--- src/rtl/runner_engine.sv ---
// rtl/runner_engine.sv - game-state engine: scrolling obstacle field, player row, score, game-over
// Every output is a register; one scroll step per TICK_DIV clocks while running.
module runner_engine #(
  parameter int unsigned TICK_DIV  = 25_000_000,
  parameter logic [7:0]  LFSR_SEED = 8'hA5
) (
  input  logic        clk,
  input  logic        rst,
  input  logic        loggedIn,
  input  logic        start,
  input  logic        flipBtn,
  output logic [5:0]  ceilingBits,
  output logic [5:0]  floorBits,
  output logic        playerPos,
  output logic [13:0] score,
  output logic        showScore
);

  localparam int unsigned   CW        = (TICK_DIV > 1) ? $clog2(TICK_DIV) : 1;
  localparam logic [CW-1:0] TICK_LAST = CW'(TICK_DIV - 1);
  localparam logic [13:0]   SCORE_MAX = 14'd9999;

  typedef enum logic [1:0] {S_IDLE, S_RUN, S_OVER} state_t;

  state_t        r_state, w_state_nxt;
  logic          r_start_q, r_flip_q;
  logic [CW-1:0] r_tick, w_tick_nxt;
  logic [7:0]    r_lfsr, w_lfsr_nxt;
  logic [5:0]    r_ceil, r_floor, w_ceil_nxt, w_floor_nxt;
  logic          r_pos, w_pos_nxt;
  logic [13:0]   r_score, w_score_nxt;
  logic          r_show, w_show_nxt;

  logic w_start_edge, w_flip_edge, w_collide, w_fb;
  logic w_step, w_new_c, w_new_f;

  assign w_start_edge = start & ~r_start_q;
  assign w_flip_edge  = flipBtn & ~r_flip_q;
  assign w_collide    = r_pos ? ~r_ceil[4] : ~r_floor[4];
  assign w_fb         = r_lfsr[7] ^ r_lfsr[5] ^ r_lfsr[4] ^ r_lfsr[3];

  // A column right behind an obstacle is always empty, so the player can always escape.
  always_comb begin
    w_new_c = 1'b1;
    w_new_f = 1'b1;
    if (r_ceil[0] && r_floor[0]) begin
      unique case (r_lfsr[1:0])
        2'b00:   w_new_f = 1'b0;
        2'b01:   w_new_c = 1'b0;
        default: ;
      endcase
    end
  end

  always_comb begin
    w_state_nxt = r_state;
    w_tick_nxt  = r_tick;
    w_lfsr_nxt  = r_lfsr;
    w_ceil_nxt  = r_ceil;
    w_floor_nxt = r_floor;
    w_pos_nxt   = r_pos;
    w_score_nxt = r_score;
    w_show_nxt  = r_show;
    w_step      = 1'b0;
    if (!loggedIn) begin
      w_state_nxt = S_IDLE;
      w_tick_nxt  = '0;
      w_ceil_nxt  = 6'h3F;
      w_floor_nxt = 6'h3F;
      w_pos_nxt   = 1'b0;
      w_score_nxt = '0;
      w_show_nxt  = 1'b0;
    end else begin
      unique case (r_state)
        S_IDLE: begin
          if (w_start_edge) begin
            w_state_nxt = S_RUN;
            w_tick_nxt  = '0;
          end
        end
        S_RUN: begin
          if (w_collide) begin
            w_state_nxt = S_OVER;
            w_show_nxt  = 1'b1;
          end else begin
            if (w_flip_edge) w_pos_nxt = ~r_pos;
            if (r_tick == TICK_LAST) begin
              w_tick_nxt = '0;
              w_step     = 1'b1;
            end else begin
              w_tick_nxt = r_tick + CW'(1);
            end
          end
        end
        S_OVER: begin
          if (w_start_edge) begin
            w_state_nxt = S_RUN;
            w_tick_nxt  = '0;
            w_ceil_nxt  = 6'h3F;
            w_floor_nxt = 6'h3F;
            w_pos_nxt   = 1'b0;
            w_score_nxt = '0;
            w_show_nxt  = 1'b0;
          end
        end
        default: w_state_nxt = S_IDLE;
      endcase
      if (w_step) begin
        w_ceil_nxt  = {r_ceil[4:0], w_new_c};
        w_floor_nxt = {r_floor[4:0], w_new_f};
        w_lfsr_nxt  = {r_lfsr[6:0], w_fb};
        if (r_score < SCORE_MAX) w_score_nxt = r_score + 14'd1;
      end
    end
  end

  always_ff @(posedge clk) begin
    if (rst) begin
      r_state   <= S_IDLE;
      r_start_q <= 1'b0;
      r_flip_q  <= 1'b0;
      r_tick    <= '0;
      r_lfsr    <= LFSR_SEED;
      r_ceil    <= 6'h3F;
      r_floor   <= 6'h3F;
      r_pos     <= 1'b0;
      r_score   <= '0;
      r_show    <= 1'b0;
    end else begin
      r_state   <= w_state_nxt;
      r_start_q <= start;
      r_flip_q  <= flipBtn;
      r_tick    <= w_tick_nxt;
      r_lfsr    <= w_lfsr_nxt;
      r_ceil    <= w_ceil_nxt;
      r_floor   <= w_floor_nxt;
      r_pos     <= w_pos_nxt;
      r_score   <= w_score_nxt;
      r_show    <= w_show_nxt;
    end
  end

  assign ceilingBits = r_ceil;
  assign floorBits   = r_floor;
  assign playerPos   = r_pos;
  assign score       = r_score;
  assign showScore   = r_show;

endmodule

--- config.mk ---
export PLATFORM = sky130hd
export DESIGN_NAME = runner_engine
export DESIGN_NICKNAME = d
export VERILOG_FILES = /design/src/rtl/runner_engine.sv
export SDC_FILE = /design/constraint.sdc
export NUM_CORES = 1
export LEC_CHECK = 0
export ABC_AREA = 1
export CAP_MARGIN = 30
export CORE_ASPECT_RATIO = 0.8
export CORE_MARGIN = 4
export CORE_UTILIZATION = 52
export DETAILED_ROUTE_END_ITERATION = 6
export PLACE_DENSITY = 0.76
export SLEW_MARGIN = 20
export SYNTH_ARGS = -nofsm -noshare
export SYNTH_HDL_FRONTEND = slang
export SYNTH_SLANG_ARGS = --single-unit
--- constraint.sdc ---
create_clock -name clk -period 1.55 [get_ports clk]
set_input_delay 0.3875 -clock clk [delete_from_list [all_inputs] [get_ports clk]]
set_output_delay 0.3875 -clock clk [all_outputs]
set_load 0.02 [all_outputs]
==> results of run 1 <==
[layout make-up]
type / instances / share of cell area (%)
inverter: 62 / 4.295
clock inverter: 7 / 1.808
multi-input combinational: 409 / 45.75
clock buffer: 9 / 2.238
timing repair buffer: 127 / 20.19
tap: 84 / 1.899
sequential: 65 / 23.82
[metrics by stage]
stage	hold WS, ns	cell area, um2	cells	TNS, ns
2_1_floorplan	0.4258	3557	545	-0.4934
3_3_place_gp	0.4383	4561	733	-15.26
3_5_place_dp	0.4560	4561	733	-16.49
4_1_cts	0.4831	5165	759	-3.273
5_1_grt	0.5294	5535	763	-11.11
6_report	0.5055	5535	763	-7.354
[what timing repair did]
| action | CTS | global route |
|---|---|---|
| setup endpoints to repair | 81 | 72 |
| cloned | 2 | 0 |
| pin swaps | 31 | 32 |
| buffers inserted | 10 | 5 |
| gates resized for setup | 112 | 106 |
[state kept, by name, summed over array words and instances (netlist names)]
name / cells
playerPos: 1
ceilingBits: 6
r_start_q: 1
r_state: 2
r_lfsr: 8
floorBits: 6
score: 14
r_flip_q: 1
r_tick: 25
showScore: 1
[power groups by stage]
stage	clock network [mW]	logic (mW)	registers, mW
global route	1.75	0.268	1.68
CTS	1.68	0.207	1.68
floorplan	0	0.0878	1.72
detailed placement	0	0.179	1.72
finish	1.70	0.257	1.68
global placement	0	0.175	1.72
[cell usage in the layout (no fill, tap or decap), types with 9 or more instances in the layout]
master,netlist,routed
nand2_1,138,117
nor2_1,104,81
buf_4,3,75
inv_1,56,53
dfxtp_1,65,51
nand3_1,35,26
nor2_2,3,18
a21oi_1,25,17
buf_6,1,15
nor2_4,6,14
o21ai_2,0,14
dfxtp_2,0,14
dlygate4sd2_1,0,14
nand2_2,6,13
o21ai_0,19,12
xor2_1,12,10
nand2_4,1,9
clkbuf_8,0,9
[kinds of logic (layout without fill, tap and decap cells)]
family	count (synthesis)	after routing
xor gates and xnor gates	14	14
AOI/OAI and AO/OA	73	73
buffers and inverters	71	205
and+or+nand+nor	320	320
adders and majority gates	2	2
DFF	65	65
[how the worst max path moves through the flow]
stage | start | end | slack [ns] | cells past startpoint
2_1_floorplan | r_tick[1]$_SDFFE_PP0P_ | score[1]$_SDFF_PP0_ | -0.05 | 10
4_1_cts | r_tick[1]$_SDFFE_PP0P_ | score[4]$_SDFF_PP0_ | -0.15 | 12
5_1_grt | r_tick[1]$_SDFFE_PP0P_ | r_lfsr[6]$_SDFFE_PP0P_ | -0.30 | 12
6_report | r_tick[1]$_SDFFE_PP0P_ | r_lfsr[6]$_SDFFE_PP0P_ | -0.23 | 12
3_5_place_dp | start | r_tick[12]$_SDFFE_PP0P_ | -0.40 | 9
3_3_place_gp | start | r_tick[24]$_SDFFE_PP0P_ | -0.38 | 10
[per-layer routing]
layer | vias to the layer above | wire length, um | share of wire (%)
li1 | 1997 | - | -
met2 | 258 | 6514 | 48
met5 | - | 0 | 0
met4 | 0 | 443 | 3.3
met1 | 2106 | 5330 | 40
met3 | 58 | 1162 | 8.6
[worst min-delay path, stage by stage (launching register included)]
cell and delay, ns:
dfxtp_1 0.34, nand2_1 0.06, nand3_1 0.05
==> flow_metrics.py, run 1 <==
metrics = {
    "yosys": {
        "synth.net_count": 552,
        "seq_area_frac_synth_pct": 37.09,
        "ys.flop_type": "dfxtp_1",
        "yosys.cell_count.top_type": "nand2_1",
        "synth-compound-area-share_pct": 11.13,
        "ys_types": 32,
        "netlist_top_cells_area": "dfxtp_1 37%, nand2_1 15%, nor2_1 11%, inv_1 6.0%, nand3_1 5.0%",
        "synth_edf_count": 0,
        "yosys.area_share.simple_pct": 39.41,
        "synth_top_family_by_area": "simple AND/OR/NAND/NOR gates",
        "synth.ff_latch_count": 65,
        "synth.cells.most_frequent": "138 x nand2_1, 104 x nor2_1, 65 x dfxtp_1",
        "synthesis.instances": 545,
        "yosysTopAreaCell": "dfxtp_1",
        "syn-cell-area_um2": 3508,
        "synth_xor_area_share_pct": 3.495,
        "synth_top_area_share_pct": 37.09,
        "async_reset_ff_share_pct": 0,
        "synth_warnings": 0,
        "syn_avg_cell_area_um2": 6.437,
        "synthMuxAreaShare_pct": 0,
        "synth_fa_ha_area_share_pct": 0.7133,
    },
    "finish": {
        "drive_gt1_share_pct": 37.70,
        "multi_input_area_um2": 2532,
        "ff_latch_area_um2": 1319,
        "num-fill-cells": 332,
        "area_growth_pct": 57.77,
        "diodes": 0,
        "fin_nets": 681,
        "utilization_pct": 85.50,
    },
    "worst_hold_path": {
        "whs_path_depth": 2,
        "hold_path_startpoint": "r_lfsr[5]$_SDFFE_PP1P_",
        "holdPathEnd": "r_lfsr[5]$_SDFFE_PP1P_",
        "hold_path.class": "reg2reg",
    },
    "status": {
        "status": "finished, violations left",
        "violations": "negative setup slack",
    },
    "place": {
        "io_buffers": 32,
        "place.gp.congestion": 0.9601,
        "place_ws_ns": -0.3977,
        "dp_hpwl_mm": 7.618,
    },
    "grt": {
        "grt_pass1_wl_mm": 18.74,
        "use_met2_pct": 47.67,
        "antenna_found_initial": 0,
        "grt.total_usage_pct": 29.04,
        "grt_pass1_vias": 4034,
        "grt_max_degree": 23,
        "grtUsageMet1_pct": 37.40,
        "grt_use_met3_pct": 6.706,
        "gr-total-overflow": 0,
        "globalRoute.busiestLayer": "met2",
    },
    "power": {
        "combPwrFrac_pct": 7.1,
        "power.density_nw_per_um2": 656.2,
        "leakagePower_nw": 2.186,
        "clkPwrFrac_pct": 46.7,
        "power_switching_uw": 934.8,
        "finalPower_mw": 3.633,
        "swShare_pct": 25.74,
        "irDropWorstVdd_uv": 516.2,
        "p_int_mw": 2.698,
        "seq_power_share_pct": 46.2,
    },
    "worst_setup_path": {
        "required_ns": 1.86,
        "cpPeakStageDelay_ns": 0.35,
        "r2r-end": "r_lfsr[6]$_SDFFE_PP0P_",
        "rr_startpoint": "r_tick[1]$_SDFFE_PP0P_",
        "crit_family": "simple AND/OR/NAND/NOR gates",
        "worst-path-max-fanout": 8,
        "critical_path_class": "reg2reg",
        "critPathLaunchType": "flop",
        "crit_chain": "ha_4 > nand2_4 > nor2_4 > buf_4 > buf_6 > nand2_1 > nor3_2 > nand3_1 > nor2_2 > buf_6 > nor2_1 > nor2_1",
        "reg2reg_depth": 12,
        "crit_path_top_delay_cell": "dfxtp_2",
        "reg2reg_slack_ns": -0.23,
        "critPathArrivalTime_ns": 2.09,
        "critPathBufInv": 3,
        "end_kind": "flop",
    },
    "floorplan": {
        "core_area_um2": 6474,
        "dieArea_um2": 8133,
        "io_pins": 33,
        "row_count": 26,
        "die_w_um": 99.84,
        "dieHeight_um": 81.47,
        "start_util_pct": 54.19,
    },
    "timing": {
        "fmax_ghz": 0.5608,
        "period_minus_slack_ns": 1.783,
        "worstMarginPinSlew_ns": 0.3699,
        "fin_skew_ns": 0.01941,
        "layout_setup_ws_ns": -0.2332,
        "hold_violations": 0,
        "setup_violations": 55,
        "period_share_pct": 115.0,
        "slew_violations": 0,
        "max-slew-margin-rel_pct": 75.15,
        "rsz0062_at_grt": "yes",
    },
    "flow_run": {
        "cap_viol_max_count": 0,
    },
    "detailed_routing": {
        "vias": 4419,
        "drt_wl_total_mm": 13.45,
        "drc": 0,
        "drt-pass1-iter-count": 6,
        "antenna_left": 0,
        "drtIter0Drc": 390,
        "avgViaCountPerCell": 5.792,
        "routedWlPerCell_um": 17.63,
    },
    "cts": {
        "clockRootBuffer": "clkbuf_8",
        "clkTransAtPathRegs_ns": 0.09,
        "insertion_delay_ns": 0.37,
        "ctsLongestPathBuffers": 2,
        "clkSinkCount": 65,
        "cts.htree.levels": 3,
        "cts_buffers": 9,
        "cts_tree": "yes",
        "postCtsHoldBufs": 0,
    },
}
Power figures use the tool's default switching activity.
==> run 2: changes to the inputs <==
--- a/config.mk
+++ b/config.mk
@@ -6,12 +6,14 @@
 export NUM_CORES = 1
 export LEC_CHECK = 0
 export ABC_AREA = 1
+export ABC_CLOCK_PERIOD_IN_PS = 1550
 export CAP_MARGIN = 30
 export CORE_ASPECT_RATIO = 0.8
 export CORE_MARGIN = 4
 export CORE_UTILIZATION = 52
 export DETAILED_ROUTE_END_ITERATION = 6
 export PLACE_DENSITY = 0.76
+export SETUP_SLACK_MARGIN = 0.05
 export SLEW_MARGIN = 20
 export SYNTH_ARGS = -nofsm -noshare
 export SYNTH_HDL_FRONTEND = slang
==> run 2 against run 1 <==
Against the previous run: the run still ends with negative setup slack left; clock power decreased by 8%; sequential power barely moved; die area stayed put; fmax is 2.9% lower; worst hold slack worse by 0.013 ns; cell area fell by 1.5%; critical path depth decreased by 2; global-route usage is 1.3 points higher; non-clock buffer count did not move.
==> flow_metrics.py, run 2 (synthesized netlist as in run 1, its figures left out) <==
metrics = {
    "detailed_routing": {
        "antenna_left": 0,
        "drtIter0Drc": 427,
        "vias": 4415,
        "drt-pass1-iter-count": 7,
        "drt_wl_total_mm": 13.52,
        "drc": 0,
        "avgViaCountPerCell": 5.786,
        "routedWlPerCell_um": 17.71,
    },
    "floorplan": {
        "core_area_um2": 6474,
        "dieHeight_um": 81.47,
        "die_w_um": 99.84,
        "row_count": 26,
        "io_pins": 33,
        "dieArea_um2": 8133,
        "start_util_pct": 54.19,
    },
    "worst_setup_path": {
        "critPathArrivalTime_ns": 2.08,
        "reg2reg_slack_ns": -0.29,
        "rr_startpoint": "r_tick[7]$_SDFFE_PP0P_",
        "endpoint": "floorBits[0]$_SDFFE_PP1P_",
        "worst-path-max-fanout": 6,
        "critPathLaunchType": "flop",
        "reg2reg_depth": 10,
        "r2r-end": "floorBits[0]$_SDFFE_PP1P_",
        "end_kind": "flop",
        "critical_path_class": "reg2reg",
        "required_ns": 1.79,
        "critPathLaunch": "r_tick[7]$_SDFFE_PP0P_",
    },
    "cts": {
        "clockRootBuffer": "clkbuf_8",
        "cts_tree": "yes",
        "clkTransAtPathRegs_ns": 0.08,
        "cts_buffers": 9,
        "ctsLongestPathBuffers": 2,
        "clkSinkCount": 65,
        "cts.htree.levels": 3,
        "insertion_delay_ns": 0.36,
    },
    "timing": {
        "layout_setup_ws_ns": -0.2856,
        "fin_skew_ns": 0.01412,
        "hold_violations": 0,
        "fmax_ghz": 0.5448,
        "period_minus_slack_ns": 1.836,
        "max-slew-margin-rel_pct": 62.69,
        "setup_violations": 58,
        "tns_ns": -9.876,
        "worstMarginPinSlew_ns": 0.5597,
        "slew_violations": 0,
        "rsz0062_at_grt": "yes",
        "period_share_pct": 118.4,
    },
    "finish": {
        "final_cell_mix": "110 x nand2_1, 79 x nor2_1, 77 x buf_4",
        "regMostFlops": "r_tick",
        "final_common_cell": "nand2_1",
        "largest_reg_flops": 25,
        "diodes": 0,
        "drive_gt1_share_pct": 39.91,
        "fin_nets": 681,
        "area_growth_pct": 55.42,
        "fin_area_um2": 5453,
    },
    "grt": {
        "gr-total-overflow": 0,
        "grt_max_degree": 14,
        "grt_pass1_wl_mm": 19.53,
        "antenna_found_initial": 0,
        "grt_pass1_vias": 4092,
        "grt.total_usage_pct": 30.36,
    },
    "power": {
        "leakagePower_nw": 2.159,
        "irDropWorstVdd_uv": 570.6,
        "finalPower_mw": 3.482,
        "power.density_nw_per_um2": 638.5,
    },
    "place": {
        "dp_hpwl_mm": 7.646,
        "io_buffers": 32,
        "place.gp.congestion": 0.9655,
        "placed_area_um2": 4558,
    },
    "flow_run": {
        "cap_viol_max_count": 0,
    },
    "status": {
        "status": "finished, violations left",
        "violations": "negative setup slack",
    },
    "worst_hold_path": {
        "hold_path.class": "reg2reg",
    },
}
run 2: cell count changes in the layout (fill, tap and decap cells not counted), sizes merged:
cell           previous run  this run
clkinvlp                  0         1
dlygate4sd2              14         7
bufinv                    2         1
buf                      94        95
clkinv                    2         4
clkdlybuf4s15             8        10
clkbuf                   16        20
inv                      65        63
run 2: where the power goes:
part / leakage, nW / total (mW) / switching (mW) / internal [mW]
clock network: 0.104 / 1.56 / 0.795 / 0.760
registers: 0.531 / 1.68 / 0.00388 / 1.67
logic: 1.52 / 0.250 / 0.148 / 0.102
run 2: worst min path at each step:
stage,start,to,slack [ns],cells past startpoint
6_report,ceilingBits[5]$_SDFFE_PP1P_,ceilingBits[5]$_SDFFE_PP1P_,0.49,2
4_1_cts,ceilingBits[5]$_SDFFE_PP1P_,ceilingBits[5]$_SDFFE_PP1P_,0.49,2
3_5_place_dp,r_lfsr[2]$_SDFFE_PP1P_,r_lfsr[2]$_SDFFE_PP1P_,0.46,2
2_1_floorplan,r_lfsr[2]$_SDFFE_PP1P_,r_lfsr[2]$_SDFFE_PP1P_,0.43,2
3_3_place_gp,r_lfsr[2]$_SDFFE_PP1P_,r_lfsr[2]$_SDFFE_PP1P_,0.44,2
5_1_grt,r_lfsr[7]$_SDFFE_PP1P_,r_lfsr[7]$_SDFFE_PP1P_,0.52,2
run 2: timing repair:
action	CTS	global route
pin swaps	28	21
buffers inserted	11	5
gates resized for setup	126	106
hold buffers	0	0
setup endpoints to repair	85	80
gates cloned	3	0
run 2: layout make-up:
class                      count  area [um2]
inverter                      62       241.5
tap                           84       105.1
timing repair buffer         127        1111
multi-input combinational    409        2470
fill                         357        1021
sequential                    65        1323
clock inverter                 7       78.83
clock buffer                   9       123.9
run 2: metrics by stage:
step | utilization, % | hold WS [ns] | instances | worst slack, ns
floorplan | - | 0.4258 | 545 | -0.04641
global placement | 70.41 | 0.4377 | 730 | -0.4115
detailed placement | 70.41 | 0.4629 | 730 | -0.4421
CTS | 80.09 | 0.4931 | 759 | -0.1668
global route | 84.23 | 0.5215 | 763 | -0.3458
finish | 84.23 | 0.4922 | 763 | -0.2856
run 2: worst max-delay path, cell delays in order (launching register included):
cell,delay [ns]
dfxtp_1,0.38
nor2_1,0.22
nand3_1,0.16
nor2_4,0.19
buf_6,0.14
nand2_8,0.06
nor2_4,0.10
buf_12,0.15
nand2_4,0.06
o21ai_2,0.17
nand2_1,0.08
run 2: metal layers:
layer,routed length (um),global-route usage (%),part of all wire (%)
met1,5439,39.91,40
met2,6226,48.27,46
met3,1467,8.404,11
met4,382,10.50,2.8
met5,0,0,0
